## src/rtl/alu_decode_if.sv

```systemverilog
// Fetch-side and execute-side handshake bundle for alu_decode, including the ALU
// comparison feedback used for branch resolution.
interface alu_decode_if #(
    parameter int unsigned WIDTH = 32
) ();
    logic             in_valid;
    logic             in_ready;
    logic [31:0]      in_insn;
    logic [WIDTH-1:0] in_pc;

    logic             out_valid;
    logic             out_ready;
    logic [WIDTH-1:0] out_pc;
    logic [2:0]       out_op;
    logic             out_sub_enable;
    logic             out_arith_shift;
    logic [4:0]       out_shamt;
    logic             out_use_imm;
    logic [WIDTH-1:0] out_imm;
    logic [4:0]       out_rs1;
    logic [4:0]       out_rs2;
    logic [4:0]       out_rd;
    logic [2:0]       out_kind;
    logic             out_illegal;

    logic             br_eq;
    logic             br_bge;
    logic             br_bgeu;
    logic             br_taken;

    modport master (
        output in_valid, in_insn, in_pc, out_ready, br_eq, br_bge, br_bgeu,
        input  in_ready, out_valid, out_pc, out_op, out_sub_enable, out_arith_shift,
               out_shamt, out_use_imm, out_imm, out_rs1, out_rs2, out_rd, out_kind,
               out_illegal, br_taken
    );

    modport slave (
        input  in_valid, in_insn, in_pc, out_ready, br_eq, br_bge, br_bgeu,
        output in_ready, out_valid, out_pc, out_op, out_sub_enable, out_arith_shift,
               out_shamt, out_use_imm, out_imm, out_rs1, out_rs2, out_rd, out_kind,
               out_illegal, br_taken
    );
endinterface

```

## src/rtl/alu_decode.sv

```systemverilog
// RV32I decode/issue stage with a 2-entry skid buffer and branch resolution.
// Define YARI_ILLEGAL_INSN_EN to enable illegal-encoding detection (out_illegal).
module alu_decode #(
    parameter int unsigned WIDTH = 32
) (
    input logic         clk,
    input logic         reset,
    input logic         flush,
    alu_decode_if.slave bus
);
    localparam logic [6:0] OpcOp     = 7'b0110011;
    localparam logic [6:0] OpcOpImm  = 7'b0010011;
    localparam logic [6:0] OpcBranch = 7'b1100011;
    localparam logic [6:0] OpcLoad   = 7'b0000011;
    localparam logic [6:0] OpcStore  = 7'b0100011;
    localparam logic [6:0] OpcJal    = 7'b1101111;
    localparam logic [6:0] OpcJalr   = 7'b1100111;
    localparam logic [6:0] OpcLui    = 7'b0110111;
    localparam logic [6:0] OpcAuipc  = 7'b0010111;

    localparam logic [2:0] KindAlu    = 3'd0;
    localparam logic [2:0] KindBranch = 3'd1;
    localparam logic [2:0] KindLoad   = 3'd2;
    localparam logic [2:0] KindStore  = 3'd3;
    localparam logic [2:0] KindJal    = 3'd4;
    localparam logic [2:0] KindJalr   = 3'd5;
    localparam logic [2:0] KindLui    = 3'd6;
    localparam logic [2:0] KindAuipc  = 3'd7;

    localparam logic [2:0] AluAdd = 3'b000;

    typedef struct packed {
        logic [WIDTH-1:0] pc;
        logic [2:0]       op;
        logic             sub_enable;
        logic             arith_shift;
        logic [4:0]       shamt;
        logic             use_imm;
        logic [WIDTH-1:0] imm;
        logic [4:0]       rs1;
        logic [4:0]       rs2;
        logic [4:0]       rd;
        logic [2:0]       kind;
        logic             illegal;
        logic [2:0]       funct3;
    } entry_t;

    logic [31:0] insn;
    logic [6:0]  opcode;
    logic [2:0]  funct3;
    logic [31:0] imm_i;
    logic [31:0] imm_s;
    logic [31:0] imm_b;
    logic [31:0] imm_j;
    logic [31:0] imm_u;

    assign insn   = bus.in_insn;
    assign opcode = insn[6:0];
    assign funct3 = insn[14:12];
    assign imm_i  = {{20{insn[31]}}, insn[31:20]};
    assign imm_s  = {{20{insn[31]}}, insn[31:25], insn[11:7]};
    assign imm_b  = {{19{insn[31]}}, insn[31], insn[7], insn[30:25], insn[11:8], 1'b0};
    assign imm_j  = {{11{insn[31]}}, insn[31], insn[19:12], insn[20], insn[30:21], 1'b0};
    assign imm_u  = {insn[31:12], 12'b0};

`ifdef YARI_ILLEGAL_INSN_EN
    logic [6:0] funct7;
    logic       op_funct7_bad;
    logic       shift_funct7_bad;

    assign funct7 = insn[31:25];
    // 0100000 is only meaningful for SUB and SRA.
    assign op_funct7_bad = !((funct7 == 7'b0000000) ||
                             ((funct7 == 7'b0100000) &&
                              ((funct3 == 3'b000) || (funct3 == 3'b101))));
    assign shift_funct7_bad = ((funct3 == 3'b001) && (funct7 != 7'b0000000)) ||
                              ((funct3 == 3'b101) && (funct7 != 7'b0000000) &&
                               (funct7 != 7'b0100000));
`endif

    entry_t dec;
    logic   nop;

    always_comb begin
        dec        = '0;
        nop        = 1'b0;
        dec.pc     = bus.in_pc;
        dec.funct3 = funct3;
        dec.shamt  = insn[24:20];
        dec.rs1    = insn[19:15];
        dec.rs2    = insn[24:20];
        dec.rd     = insn[11:7];
        dec.op     = AluAdd;
        dec.kind   = KindAlu;

        case (opcode)
            OpcOp: begin
                dec.op          = funct3;
                dec.sub_enable  = (insn[30] && (funct3 == 3'b000)) ||
                                  (funct3 == 3'b010) || (funct3 == 3'b011);
                dec.arith_shift = insn[30] && (funct3 == 3'b101);
`ifdef YARI_ILLEGAL_INSN_EN
                nop = op_funct7_bad;
`endif
            end
            OpcOpImm: begin
                dec.op          = funct3;
                dec.sub_enable  = (funct3 == 3'b010) || (funct3 == 3'b011);
                dec.arith_shift = insn[30] && (funct3 == 3'b101);
                dec.use_imm     = 1'b1;
                dec.imm         = WIDTH'($signed(imm_i));
`ifdef YARI_ILLEGAL_INSN_EN
                nop = shift_funct7_bad;
`endif
            end
            OpcBranch: begin
                dec.sub_enable = 1'b1;
                dec.kind       = KindBranch;
                dec.imm        = WIDTH'($signed(imm_b));
                dec.rd         = 5'd0;
            end
            OpcLoad: begin
                dec.use_imm = 1'b1;
                dec.kind    = KindLoad;
                dec.imm     = WIDTH'($signed(imm_i));
            end
            OpcStore: begin
                dec.use_imm = 1'b1;
                dec.kind    = KindStore;
                dec.imm     = WIDTH'($signed(imm_s));
                dec.rd      = 5'd0;
            end
            OpcJal: begin
                dec.use_imm = 1'b1;
                dec.kind    = KindJal;
                dec.imm     = WIDTH'($signed(imm_j));
            end
            OpcJalr: begin
                dec.use_imm = 1'b1;
                dec.kind    = KindJalr;
                dec.imm     = WIDTH'($signed(imm_i));
            end
            OpcLui: begin
                dec.use_imm = 1'b1;
                dec.kind    = KindLui;
                dec.imm     = WIDTH'($signed(imm_u));
            end
            OpcAuipc: begin
                dec.use_imm = 1'b1;
                dec.kind    = KindAuipc;
                dec.imm     = WIDTH'($signed(imm_u));
            end
            default: nop = 1'b1;
        endcase

        // Unrecognised encodings retire as a harmless ALU add writing x0.
        if (nop) begin
            dec.op          = AluAdd;
            dec.sub_enable  = 1'b0;
            dec.arith_shift = 1'b0;
            dec.use_imm     = 1'b0;
            dec.imm         = '0;
            dec.kind        = KindAlu;
            dec.rd          = 5'd0;
        end
`ifdef YARI_ILLEGAL_INSN_EN
        dec.illegal = nop;
`else
        dec.illegal = 1'b0;
`endif
    end

    entry_t out_q, out_d;
    entry_t skid_q, skid_d;
    logic   out_valid_q, out_valid_d;
    logic   skid_full_q, skid_full_d;
    logic   accept;
    logic   consume;

    assign accept  = bus.in_valid && !skid_full_q;
    assign consume = out_valid_q && bus.out_ready;

    always_comb begin
        out_d       = out_q;
        skid_d      = skid_q;
        out_valid_d = out_valid_q;
        skid_full_d = skid_full_q;

        if (!out_valid_q || consume) begin
            if (skid_full_q) begin
                out_d       = skid_q;
                out_valid_d = 1'b1;
                skid_full_d = accept;
                if (accept) begin
                    skid_d = dec;
                end
            end else begin
                out_valid_d = accept;
                if (accept) begin
                    out_d = dec;
                end
            end
        end else if (accept) begin
            skid_d      = dec;
            skid_full_d = 1'b1;
        end
    end

    always_ff @(posedge clk) begin
        if (reset) begin
            out_q       <= '0;
            skid_q      <= '0;
            out_valid_q <= 1'b0;
            skid_full_q <= 1'b0;
        end else if (flush) begin
            out_valid_q <= 1'b0;
            skid_full_q <= 1'b0;
        end else begin
            out_q       <= out_d;
            skid_q      <= skid_d;
            out_valid_q <= out_valid_d;
            skid_full_q <= skid_full_d;
        end
    end

    assign bus.in_ready        = !skid_full_q;
    assign bus.out_valid       = out_valid_q;
    assign bus.out_pc          = out_q.pc;
    assign bus.out_op          = out_q.op;
    assign bus.out_sub_enable  = out_q.sub_enable;
    assign bus.out_arith_shift = out_q.arith_shift;
    assign bus.out_shamt       = out_q.shamt;
    assign bus.out_use_imm     = out_q.use_imm;
    assign bus.out_imm         = out_q.imm;
    assign bus.out_rs1         = out_q.rs1;
    assign bus.out_rs2         = out_q.rs2;
    assign bus.out_rd          = out_q.rd;
    assign bus.out_kind        = out_q.kind;
    assign bus.out_illegal     = out_q.illegal;

    logic br_cond;

    always_comb begin
        br_cond = 1'b0;
        case (out_q.funct3)
            3'b000:  br_cond = bus.br_eq;
            3'b001:  br_cond = !bus.br_eq;
            3'b100:  br_cond = !bus.br_bge;
            3'b101:  br_cond = bus.br_bge;
            3'b110:  br_cond = !bus.br_bgeu;
            3'b111:  br_cond = bus.br_bgeu;
            default: br_cond = 1'b0;
        endcase
    end

    assign bus.br_taken = out_valid_q && (out_q.kind == KindBranch) && br_cond;
endmodule

```

## src/flat_wrapper.sv

```systemverilog
// flat-port wrapper written by rule: the top's interface ports become plain ports
module alu_decode_flat 
#(
    parameter int unsigned WIDTH = 32
)
  (clk, reset, flush, bus_in_valid, bus_in_insn, bus_in_pc, bus_out_ready, bus_br_eq, bus_br_bge, bus_br_bgeu, bus_in_ready, bus_out_valid, bus_out_pc, bus_out_op, bus_out_sub_enable, bus_out_arith_shift, bus_out_shamt, bus_out_use_imm, bus_out_imm, bus_out_rs1, bus_out_rs2, bus_out_rd, bus_out_kind, bus_out_illegal, bus_br_taken);
  alu_decode_if #(.WIDTH(WIDTH)) bus_i ();
  input logic clk;
  input logic reset;
  input logic flush;
  input wire logic [$bits(bus_i.in_valid)-1:0] bus_in_valid;
  input wire logic [$bits(bus_i.in_insn)-1:0] bus_in_insn;
  input wire logic [$bits(bus_i.in_pc)-1:0] bus_in_pc;
  input wire logic [$bits(bus_i.out_ready)-1:0] bus_out_ready;
  input wire logic [$bits(bus_i.br_eq)-1:0] bus_br_eq;
  input wire logic [$bits(bus_i.br_bge)-1:0] bus_br_bge;
  input wire logic [$bits(bus_i.br_bgeu)-1:0] bus_br_bgeu;
  output wire logic [$bits(bus_i.in_ready)-1:0] bus_in_ready;
  output wire logic [$bits(bus_i.out_valid)-1:0] bus_out_valid;
  output wire logic [$bits(bus_i.out_pc)-1:0] bus_out_pc;
  output wire logic [$bits(bus_i.out_op)-1:0] bus_out_op;
  output wire logic [$bits(bus_i.out_sub_enable)-1:0] bus_out_sub_enable;
  output wire logic [$bits(bus_i.out_arith_shift)-1:0] bus_out_arith_shift;
  output wire logic [$bits(bus_i.out_shamt)-1:0] bus_out_shamt;
  output wire logic [$bits(bus_i.out_use_imm)-1:0] bus_out_use_imm;
  output wire logic [$bits(bus_i.out_imm)-1:0] bus_out_imm;
  output wire logic [$bits(bus_i.out_rs1)-1:0] bus_out_rs1;
  output wire logic [$bits(bus_i.out_rs2)-1:0] bus_out_rs2;
  output wire logic [$bits(bus_i.out_rd)-1:0] bus_out_rd;
  output wire logic [$bits(bus_i.out_kind)-1:0] bus_out_kind;
  output wire logic [$bits(bus_i.out_illegal)-1:0] bus_out_illegal;
  output wire logic [$bits(bus_i.br_taken)-1:0] bus_br_taken;
  assign bus_i.in_valid = bus_in_valid;
  assign bus_i.in_insn = bus_in_insn;
  assign bus_i.in_pc = bus_in_pc;
  assign bus_i.out_ready = bus_out_ready;
  assign bus_i.br_eq = bus_br_eq;
  assign bus_i.br_bge = bus_br_bge;
  assign bus_i.br_bgeu = bus_br_bgeu;
  assign bus_in_ready = bus_i.in_ready;
  assign bus_out_valid = bus_i.out_valid;
  assign bus_out_pc = bus_i.out_pc;
  assign bus_out_op = bus_i.out_op;
  assign bus_out_sub_enable = bus_i.out_sub_enable;
  assign bus_out_arith_shift = bus_i.out_arith_shift;
  assign bus_out_shamt = bus_i.out_shamt;
  assign bus_out_use_imm = bus_i.out_use_imm;
  assign bus_out_imm = bus_i.out_imm;
  assign bus_out_rs1 = bus_i.out_rs1;
  assign bus_out_rs2 = bus_i.out_rs2;
  assign bus_out_rd = bus_i.out_rd;
  assign bus_out_kind = bus_i.out_kind;
  assign bus_out_illegal = bus_i.out_illegal;
  assign bus_br_taken = bus_i.br_taken;
  alu_decode #(.WIDTH(WIDTH)) u_core (.clk(clk), .reset(reset), .flush(flush), .bus(bus_i));
endmodule
```

## config.mk

```make
export PLATFORM = sky130hd
export DESIGN_NAME = alu_decode_flat
export DESIGN_NICKNAME = d
export VERILOG_FILES = /design/src/rtl/alu_decode_if.sv /design/src/rtl/alu_decode.sv /design/src/flat_wrapper.sv
export SDC_FILE = /design/constraint.sdc
export NUM_CORES = 1
export LEC_CHECK = 0
export ABC_CLOCK_PERIOD_IN_PS = 2300
export CAP_MARGIN = 20
export CORE_AREA = 2 2 132 134
export CTS_CLUSTER_SIZE = 40
export DETAILED_ROUTE_END_ITERATION = 16
export DIE_AREA = 0 0 134 136
export PLACE_DENSITY = 0.79
export SLEW_MARGIN = 20
export SYNTH_ARGS = -nofsm -noshare
export SYNTH_HDL_FRONTEND = slang
export SYNTH_SLANG_ARGS = --single-unit
export TNS_END_PERCENT = 50
```

## constraint.sdc

```tcl
create_clock -name clk -period 2.3 [get_ports clk]
set_input_delay 0.46 -clock clk [delete_from_list [all_inputs] [get_ports clk]]
set_output_delay 0.46 -clock clk [all_outputs]
set_load 0.02 [all_outputs]
```

==> flow_metrics.env <==
export IMPL_fill_cells=1425
export IMPL_cp_start_kind="input pin"
export IMPL_cts_buffer_depth=2
export IMPL_synthesis_nets=1075
export IMPL_num_vias=7374
export IMPL_dieArea_um2=18220
export IMPL_drc=0
export IMPL_drt_iter0_drc=573
export IMPL_grt_pass1_vias=6933
export IMPL_yosys_area_share_simple_pct=17.78
export IMPL_wl_per_cell_um=16.48
export IMPL_skew_ns=0.007076
export IMPL_h_tree_depth=4
export IMPL_maxSlewHeadroom_pct=46.57
export IMPL_crit_path_end_kind="output port"
export IMPL_max_freq_mhz=453.9
export IMPL_grt_start_max_net_pins=75
export IMPL_tritoncts="done"
export IMPL_wl_met1_mm=9.311
export IMPL_antenna_found_initial=0
export IMPL_synth_xor_area_share_pct=0.4080
export IMPL_synth_ff_type="dfxtp_1"
export IMPL_ys_seq_area_share_pct=42.90
export IMPL_io_pins=169
export IMPL_cap_viol_max_count=0
export IMPL_fin_tns_setup_ns=0
export IMPL_detailedPlacementHpwl_mm=14.67
export IMPL_holdWs_ns=0.4539
export IMPL_numCtsBuffers=17
export IMPL_post_route_min_period_ns=2.203
export IMPL_top_layer="met4"
export IMPL_core_um2=16880
export IMPL_ys_warn_count=0
export IMPL_startpoint="bus_br_eq"
export IMPL_min_path_type="reg2reg"
export IMPL_fp_dieH_um=136
export IMPL_slew_violations=0
export IMPL_finalWirelength_mm=21.66
export IMPL_status="complete, no violations"
export IMPL_gp_congestion=0.9108
export IMPL_hold_violations=0
export IMPL_multi_input_area_um2=3844
export IMPL_root_buffer="clkbuf_16"
export IMPL_wl_met3_mm=1.459
export IMPL_synth_top_family_by_area="compound AO/OA/AOI/OAI gates"
export IMPL_overflow=0
export IMPL_synth_seq_cells=184
export IMPL_r2r_end="u_core.bus.out_imm[20]"
export IMPL_postSynthCellCount=1003
export IMPL_ff2ff_path_depth=4
export IMPL_synth_fa_ha_area_share_pct=0
export IMPL_holdBufCountCts=0
export IMPL_start_util_pct=50.87
export IMPL_postCtsSetupBuffers=0
export IMPL_grt_pass1_wl_mm=35.19
export IMPL_synthesis_area_um2=8586
export IMPL_synthDistinctLibCells=65
export IMPL_worstSkewPairLatency_ns=0.43
export IMPL_fin_nets=1148
export IMPL_power_leakage_nw=3.510
export IMPL_cts_resized_gates=4
export IMPL_ant_nets=0
export IMPL_cp_arrival_ns=1.74
export IMPL_ff_latch_area_um2=3687
export IMPL_synth_compound_area_share_pct=20.74
export IMPL_track_usage_pct=23.99
export IMPL_viasPerCell=5.612
export IMPL_drive_gt1_share_pct=11.75
export IMPL_clock_sinks=184
export IMPL_synth_edf_count=0
export IMPL_finalSetupViolCount=0
export IMPL_timing_final_crit_share_pct=95.79
export IMPL_rsz0062_at_grt="no"
export IMPL_cp_max_fo=1
export IMPL_antenna_cells=0
export IMPL_crit_type="in2out"
export IMPL_area_growth_pct=24.02
export IMPL_route_met2_wl_mm=10.38
export IMPL_critPathCapture="bus_br_taken"
export IMPL_syn_avg_cell_area_um2=8.560
export IMPL_ys_async_sr_fraction_pct=0
export IMPL_worstPathRequired_ns=1.84
export IMPL_r2r_start="u_core.bus.out_valid"
export IMPL_drt_first_pass_iters=5
export IMPL_ff2ff_setup_slack_ns=0.24
export IMPL_die_w_um=134
export IMPL_total_power_mw=7.242
export IMPL_peakVddDrop_uv=510.5
export IMPL_worstMarginPinSlew_ns=0.8000
export IMPL_path_clk_slew_ns=0.07
export IMPL_row_count=48
export IMPL_synth_area_mux_share_pct=5.611
export IMPL_port_buffers=167
export IMPL_powerDensity_nw_per_um2=680.2
-- metrics by stage --
| step | instance area [um^2] | instances | setup WS, ns | util, % |
|---|---|---|---|---|
| after floorplan | 8586 | 1003 | 0.5851 | - |
| after global placement | 10070 | 1282 | -0.3171 | 59.68 |
| after detailed placement | 10070 | 1282 | -0.3628 | 59.68 |
| after CTS | 10650 | 1314 | 0.08474 | 63.09 |
| after global routing | 10650 | 1314 | 0.004186 | 63.09 |
| final | 10650 | 1314 | 0.09675 | 63.09 |
-- worst max-delay path, stage by stage --
cell and delay, ns:
clkdlybuf4s50_1 0.48, xor2_1 0.17, nor2_1 0.05, a211oi_1 0.20, o2111a_1 0.22, buf_2 0.16
-- power breakdown --
part	internal, mW	switching (mW)	total [mW]
sequential	3.30	0.0702	3.37
combinational	0.481	0.531	1.01
clock	1.59	1.27	2.86
total	5.37	1.87	7.24
-- cells by family (layout without fill, tap and decap cells) --
group | after synthesis | in the layout
mux | 48 | 48
flops | 184 | 184
compound gates | 249 | 249
other cells | 1 | 1
buf+inv | 177 | 263
xor+xnor | 4 | 4
simple gates | 340 | 340
-- per-layer routing --
layer / GRT usage (%) / vias up
met2: 40.03 / 252
met3: 5.928 / 31
met5: 0 / -
met4: 8.924 / 0
li1: - / 3587
met1: 30.10 / 3504
-- registers in the layout, indices dropped and copies added, names as in the netlist, 3 cells and up --
register and count:
u_core.skid_q 91, u_core.bus.out_imm 32, u_core.bus.out_pc 32, u_core.bus.out_rd 5, u_core.bus.out_rs1 5, u_core.bus.out_rs2 5
u_core.bus.out_kind 3, u_core.bus.out_op 3, u_core.out_q 3
-- cell usage after synthesis, drive strengths merged, types with 4 or more instances --
cell type | n | area share, %
a221o | 4 | 0.47
nor2 | 105 | 4.6
dfxtp | 184 | 43
nor3 | 8 | 0.71
a221oi | 23 | 2.9
a32o | 4 | 0.47
a211oi | 90 | 8.0
mux2i | 47 | 5.5
nand3 | 36 | 2.1
o21ai | 24 | 1.4
clkbuf | 34 | 1.5
nand3b | 4 | 0.39
inv | 5 | 0.22
a21oi | 88 | 5.4
nand2b | 7 | 0.51
buf | 138 | 11
nand2 | 155 | 6.8
-- worst min path at each step --
| stage | from | endpoint | cells after the start |
|---|---|---|---|
| 4_1_cts | u_core.skid_q[60] | u_core.skid_q[60] | 2 |
| 2_1_floorplan | u_core.skid_q[10] | u_core.skid_q[10] | 2 |
| 6_report | u_core.skid_q[77] | u_core.skid_q[77] | 2 |
| 3_5_place_dp | u_core.skid_q[32] | u_core.skid_q[32] | 2 |
| 5_1_grt | u_core.skid_q[59] | u_core.skid_q[59] | 2 |
| 3_3_place_gp | u_core.skid_q[11] | u_core.skid_q[11] | 2 |
-- cell type report --
cell class / instances / share of cell area [%]
Clock buffer: 20 / 4.383
Clock inverter: 12 / 1.069
Inverter: 5 / 0.1763
Multi-Input combinational cell: 642 / 36.10
Sequential cell: 184 / 34.63
Tap cell: 225 / 2.644
Timing Repair Buffer: 226 / 21.00
-- layout by cell type, fill, tap and decap left out, types with 8 or more instances in the layout --
cell and count:
a211oi_1 88, mux2i_1 47, nand3_1 35, dfxtp_1 183, nor2_1 103, buf_4 49, a21oi_1 86, a221oi_2 8
clkdlybuf4s50_1 165, o21ai_0 21, a221oi_1 15, buf_12 10, nand2_1 154, clkbuf_16 17
Power figures use the tool's default switching activity.
